**config.mk**
```make
export PLATFORM = sky130hd
export DESIGN_NAME = serial_frame_receiver
export DESIGN_NICKNAME = d
export VERILOG_FILES = /design/src/rtl/serial_frame_receiver.sv
export SDC_FILE = /design/constraint.sdc
export NUM_CORES = 1
export LEC_CHECK = 0
export BUFFER_PORTS_ARGS = -buffer_cell sky130_fd_sc_hd__buf_2
export CAP_MARGIN = 30
export CORE_MARGIN = 2
export CORE_UTILIZATION = 41
export DETAILED_ROUTE_END_ITERATION = 10
export SETUP_SLACK_MARGIN = 0.4
export SLEW_MARGIN = 20
export SYNTH_ARGS = -nofsm -noshare
export SYNTH_HDL_FRONTEND = slang
export SYNTH_SLANG_ARGS = --single-unit
```
**constraint.sdc**
```tcl
create_clock -name clk -period 4.26 [get_ports clk]
set_input_delay 0.852 -clock clk [delete_from_list [all_inputs] [get_ports clk]]
set_output_delay 0.852 -clock clk [all_outputs]
set_load 0.005 [all_outputs]
```
**src/rtl/serial_frame_receiver.sv**
```systemverilog
// -----------------------------------------------------------------------------
// serial_frame_receiver
//
// Header-decoding front end for transmitter_post. Watches an idle-high serial
// line for a start bit (0). It then shifts in a 2-bit destination port and an
// 8-bit payload length, both MSB first. For a non-zero length it issues a
// one-cycle start pulse with the length on parint. The transmitter's
// down-counter then frames the payload bits that follow on the same line.
// While the payload is in flight the line is not interpreted, so a 0 in the
// payload is never taken as a new start bit.
//
// Optional feature macro: SERIAL_FRAME_PARITY_EN
//   Defined   : an even-parity bit follows the length. A mismatch drops the
//               frame and pulses frame_err. start arrives one cycle later.
//   Undefined : no parity bit, and frame_err is tied to 0.
//
// Ports
//   clk        in   1  single clock, all state changes on posedge
//   rst        in   1  synchronous active-high reset
//   serial_in  in   1  serial line (idle 1, start bit 0)
//   start      out  1  one-cycle pulse on entry to payload transfer
//   parint     out  8  captured payload length of the last accepted frame
//   port_num   out  2  captured destination port of the last accepted frame
//   busy       out  1  high from start-bit detection until payload end
//   frame_err  out  1  one-cycle pulse on a parity mismatch (parity build)
// -----------------------------------------------------------------------------
module serial_frame_receiver (
    input  logic       clk,
    input  logic       rst,
    input  logic       serial_in,
    output logic       start,
    output logic [7:0] parint,
    output logic [1:0] port_num,
    output logic       busy,
    output logic       frame_err
);

`ifdef SERIAL_FRAME_PARITY_EN
    typedef enum logic [2:0] {IDLE, PORT, LEN, PAR, XFER} state_t;
`else
    typedef enum logic [2:0] {IDLE, PORT, LEN, XFER} state_t;
`endif

    state_t     state_reg, state_next;
    logic [3:0] bit_cnt_reg, bit_cnt_next;
    logic [7:0] pay_cnt_reg, pay_cnt_next;
    logic [1:0] port_sh_reg, port_sh_next;
    logic [7:0] len_sh_reg, len_sh_next;
    logic       start_reg, start_next;
    logic [7:0] parint_reg, parint_next;
    logic [1:0] port_reg, port_next;
    logic       busy_reg, busy_next;
    logic       err_next;

    // The header-accept path is shared by LEN (non-parity) and PAR (parity).
    logic       accept;
    logic [7:0] accept_len;

    always_comb begin
        state_next   = state_reg;
        bit_cnt_next = bit_cnt_reg;
        pay_cnt_next = pay_cnt_reg;
        port_sh_next = port_sh_reg;
        len_sh_next  = len_sh_reg;
        parint_next  = parint_reg;
        port_next    = port_reg;
        start_next   = 1'b0;
        err_next     = 1'b0;
        accept       = 1'b0;
        accept_len   = len_sh_reg;

        case (state_reg)
            IDLE: begin
                if (!serial_in) begin
                    state_next   = PORT;
                    bit_cnt_next = 4'd0;
                end
            end
            PORT: begin
                port_sh_next = {port_sh_reg[0], serial_in};
                if (bit_cnt_reg == 4'd1) begin
                    state_next   = LEN;
                    bit_cnt_next = 4'd0;
                end else begin
                    bit_cnt_next = bit_cnt_reg + 4'd1;
                end
            end
            LEN: begin
                len_sh_next = {len_sh_reg[6:0], serial_in};
                if (bit_cnt_reg == 4'd7) begin
                    bit_cnt_next = 4'd0;
`ifdef SERIAL_FRAME_PARITY_EN
                    // The zero-length check waits until parity is seen.
                    state_next = PAR;
`else
                    if (len_sh_next == 8'd0) begin
                        state_next = IDLE;
                    end else begin
                        accept     = 1'b1;
                        accept_len = len_sh_next;
                    end
`endif
                end else begin
                    bit_cnt_next = bit_cnt_reg + 4'd1;
                end
            end
`ifdef SERIAL_FRAME_PARITY_EN
            PAR: begin
                // Even parity: XOR over port, length and parity bit must be 0.
                if (^{port_sh_reg, len_sh_reg, serial_in}) begin
                    state_next = IDLE;
                    err_next   = 1'b1;
                end else if (len_sh_reg == 8'd0) begin
                    state_next = IDLE;
                end else begin
                    accept     = 1'b1;
                    accept_len = len_sh_reg;
                end
            end
`endif
            XFER: begin
                // Loaded with L on entry, so IDLE is reached after L cycles.
                pay_cnt_next = pay_cnt_reg - 8'd1;
                if (pay_cnt_reg == 8'd1) begin
                    state_next = IDLE;
                end
            end
            default: begin
                state_next = IDLE;
            end
        endcase

        if (accept) begin
            state_next   = XFER;
            start_next   = 1'b1;
            parint_next  = accept_len;
            port_next    = port_sh_reg;
            pay_cnt_next = accept_len;
        end

        busy_next = (state_next != IDLE);
    end

    always_ff @(posedge clk) begin
        if (rst) begin
            state_reg   <= IDLE;
            bit_cnt_reg <= 4'd0;
            pay_cnt_reg <= 8'd0;
            port_sh_reg <= 2'd0;
            len_sh_reg  <= 8'd0;
            start_reg   <= 1'b0;
            parint_reg  <= 8'd0;
            port_reg    <= 2'd0;
            busy_reg    <= 1'b0;
        end else begin
            state_reg   <= state_next;
            bit_cnt_reg <= bit_cnt_next;
            pay_cnt_reg <= pay_cnt_next;
            port_sh_reg <= port_sh_next;
            len_sh_reg  <= len_sh_next;
            start_reg   <= start_next;
            parint_reg  <= parint_next;
            port_reg    <= port_next;
            busy_reg    <= busy_next;
        end
    end

`ifdef SERIAL_FRAME_PARITY_EN
    logic err_reg;
    always_ff @(posedge clk) begin
        if (rst) begin
            err_reg <= 1'b0;
        end else begin
            err_reg <= err_next;
        end
    end
    assign frame_err = err_reg;
`else
    logic err_unused;
    assign err_unused = err_next;
    assign frame_err  = 1'b0;
`endif

    assign start    = start_reg;
    assign parint   = parint_reg;
    assign port_num = port_reg;
    assign busy     = busy_reg;

endmodule

```
==> summary.md <==
| Metric | Value |
|---|---|
| Antenna Cells | `0` |
| Die Wd | `67.9 um` |
| Crit Path Class | `in2reg` |
| FF-to-FF Start | `state_reg[1]` |
| Met2 WL | `1.51 mm` |
| Worst-path clk slew | `around 0.070 ns` |
| Largest net degree at the start of global routing | `37` |
| Total negative slack | `0 ns` |
| Final-stage net count | `about 210` |
| CTS tree | `yes` |
| Max-slew violation count | `0` |
| CP arrival | `around 2.6 ns` |
| Wire length on met3 | `141 um` |
| Core Box Area | `3970 um^2` |
| Setup crit start kind | `input pin` |
| Ports | `16` |
| Gr ovfl total | `0` |
| Final hold vios | `0` |
| Number of antenna violations at the first check in global routing | `0` |
| Unrepaired setup endpoints after global routing | `false` |
| Pre-Repair DR Iteration Count | `6` |
| Iter 0 DRT Violations | `86` |
| Yosys reg bits | `36` |
| Crit path capture type | `flip-flop` |
| Pre-CTS setup slack | `between 1.5 and 2 ns` |
| Worst Max-Slew Pin Slew | `about 0.73 ns` |
| Fmax | `about 430 MHz` |
| Crit path from | `serial_in` |
| Clock sink total | `36` |
| Post-Syn Instances | `a little under 200` |
| Req. time, crit path | `approximately 4.5 ns` |
| GRT Overall Usage | `about 17%` |
| Post-CTS resize count | `0` |
| Flip-flop and latch area | `between 700 and 800 um^2` |
| Max FO, Critical Path | `19` |
| Fill cells | `418` |
| Synth warn | `0` |
| Die height | `about 68 um` |
| Number of global-route vias before repair | `1165` |
| IO Port Bufs | `14` |
| Drt drc | `0` |
| Post-DP HPWL | `between 2 and 2.5 mm` |
| Post-synth cell types | `42` |
| Remaining antenna violation count after routing | `0` |
| Vias | `about 1400` |
| Minimum clock period | `2.33 ns` |
| Maxcap violations | `0` |
| Wire per inst | `13.8 um` |
| Final hold slack | `~0.45 ns` |
| Seq/Total Area, Yosys | `about 43%` |
| Mapped Area | `approximately 1700 um^2` |
| Static Leak | `around 0.67 nW` |
| CTS Hold Buffers Added | `0` |
| Hold path start | `parint[5]` |
| FP Rows | `23` |
| Via-to-Cell Ratio | `around 5.4` |
| Clk_skew | `about 0.0062 ns` |
| Worst min path class | `reg2reg` |
| Final Cycle Share | `between 50% and 60%` |
| Area of the multi-input gates | `approximately 840 um^2` |
| M1 wire length | `between 1.5 and 2 mm` |
| Final Setup Violations | `0` |
| Clk_lat worst skew | `roughly 0.30 ns` |
| Final GP Congestion | `approximately 0.77` |
| CTS root buffer | `clkbuf_8` |
| Layout cells sized above 1 | `between 10% and 20%` |
| Postcts setup bufs | `0` |
| Power per Cell Area | `371 nW/um^2` |
| Clock buffer depth | `2` |
| Syn_area_per_cell | `between 8 and 9 um^2` |
| Area Overhead vs Synth | `10.8%` |
| Full die area | `~4600 um^2` |
| Detailed Route WL | `around 3.6 mm` |
| # H-tree levels | `2` |
| First-pass GRT wire length | `between 5 and 6 mm` |
| Relative slew slack | `50.9%` |
| Worst setup margin | `about 1.9 ns` |
| VDD IR max | `216 uV` |
| Outcome | `finished clean` |
| TritonCTS Buffers | `5` |
| Max Used Layer | `met4` |
| Initial Util | `42.1%` |
## report_power, final
group          switching [mW]  internal, mW
Clock                   0.124         0.206
Sequential            0.00228         0.338
Combinational          0.0118       0.00509
Total                   0.138         0.550
## synthesized netlist by cell type (all sizes together)
library cell   n  area share (%)
nand4b         1            0.52
and2           1            0.37
a211o          3             1.6
or3b           1            0.52
o22a           1            0.52
o22ai          1            0.37
inv            6             1.3
nand3          8             2.4
and3           1            0.37
a221oi         1            0.52
o21ai          5             1.5
a211oi         4             2.8
o2bb2ai        1            0.52
dfxtp         36              43
or4            2            0.90
buf            8             4.3
o311ai         1            0.52
ha             4             3.0
mux2i          3             1.8
xnor2          1            0.52
conb           1            0.22
a21oi         26             7.8
a21boi         1            0.45
nor3b          5             2.5
o32ai          1            0.52
and3b          1            0.52
nor2          15             3.4
nand3b         2            0.90
nor3           2            0.60
nand2b         3             1.1
a31oi          4             1.5
or3            1            0.37
a22oi          1            0.45
clkbuf         5             1.1
nand2         34             8.1
nor4           6             3.0
## layout by cell type (no fill, tap or decap), types with 2 or more instances in the layout
master	n
nor2_1	15
nor3b_1	4
a211oi_1	2
a211o_1	3
a31oi_1	4
buf_2	14
clkbuf_8	7
nand2_2	3
or4_1	2
ha_1	4
nand2_1	31
dfxtp_1	36
conb_1	2
mux2i_1	3
nand2b_1	3
nand3b_1	2
nand3_1	8
o21ai_0	5
nor3_1	2
nor4_2	2
a21oi_1	26
inv_1	6
nor4_1	4
## path summary, 6_finish.rpt
path,end,slack [ns],depth (start not counted)
max,pay_cnt_reg[5],1.93,5
max reg2reg,pay_cnt_reg[7],2.09,4
min,parint[5],0.45,2
min reg2reg,parint[5],0.45,2
## cell families after synthesis
logic type	Yosys count	share of synthesized area, %
multiplexers	3	1.80
flip-flops	36	43.1
other	1	0.224
buffers and inverters	19	6.73
AND/OR/NAND/NOR	83	25.6
AO/OA/AOI/OAI	50	19.1
XOR/XNOR	1	0.524
adder cells (fa/ha/maj)	4	2.99
## routing by layer
metal,track usage [%],up-vias
met5,0,-
met4,9.00,0
met3,5.10,6
met2,23.0,25
met1,24.5,652
li1,-,710
## layout make-up
class                           instances  share of cell area [%]
Timing Repair Buffer                   15                    4.19
Multi-Input combinational cell        143                    45.5
Tap cell                               50                    3.38
Sequential cell                        36                    38.9
Inverter                                6                    1.22
Clock inverter                          1                    1.62
Clock buffer                            7                    5.20
## metrics by stage
step                instance area, um^2  utilization, %  total power [mW]  std cells
global placement                   1730            43.5             0.365        250
global route                       1850            46.7             0.711        258
CTS                                1850            46.7             0.695        258
floorplan                          1680               -             0.363        198
finish                             1850            46.7             0.687        258
detailed placement                 1730            43.5             0.365        250
## worst max-delay path: stages
cell      delay (ns)
buf_2           0.15
nor4_2          0.52
a211o_1         0.61
o311ai_0        0.24
a31oi_1         0.16
(Power assumes the default switching activity.)
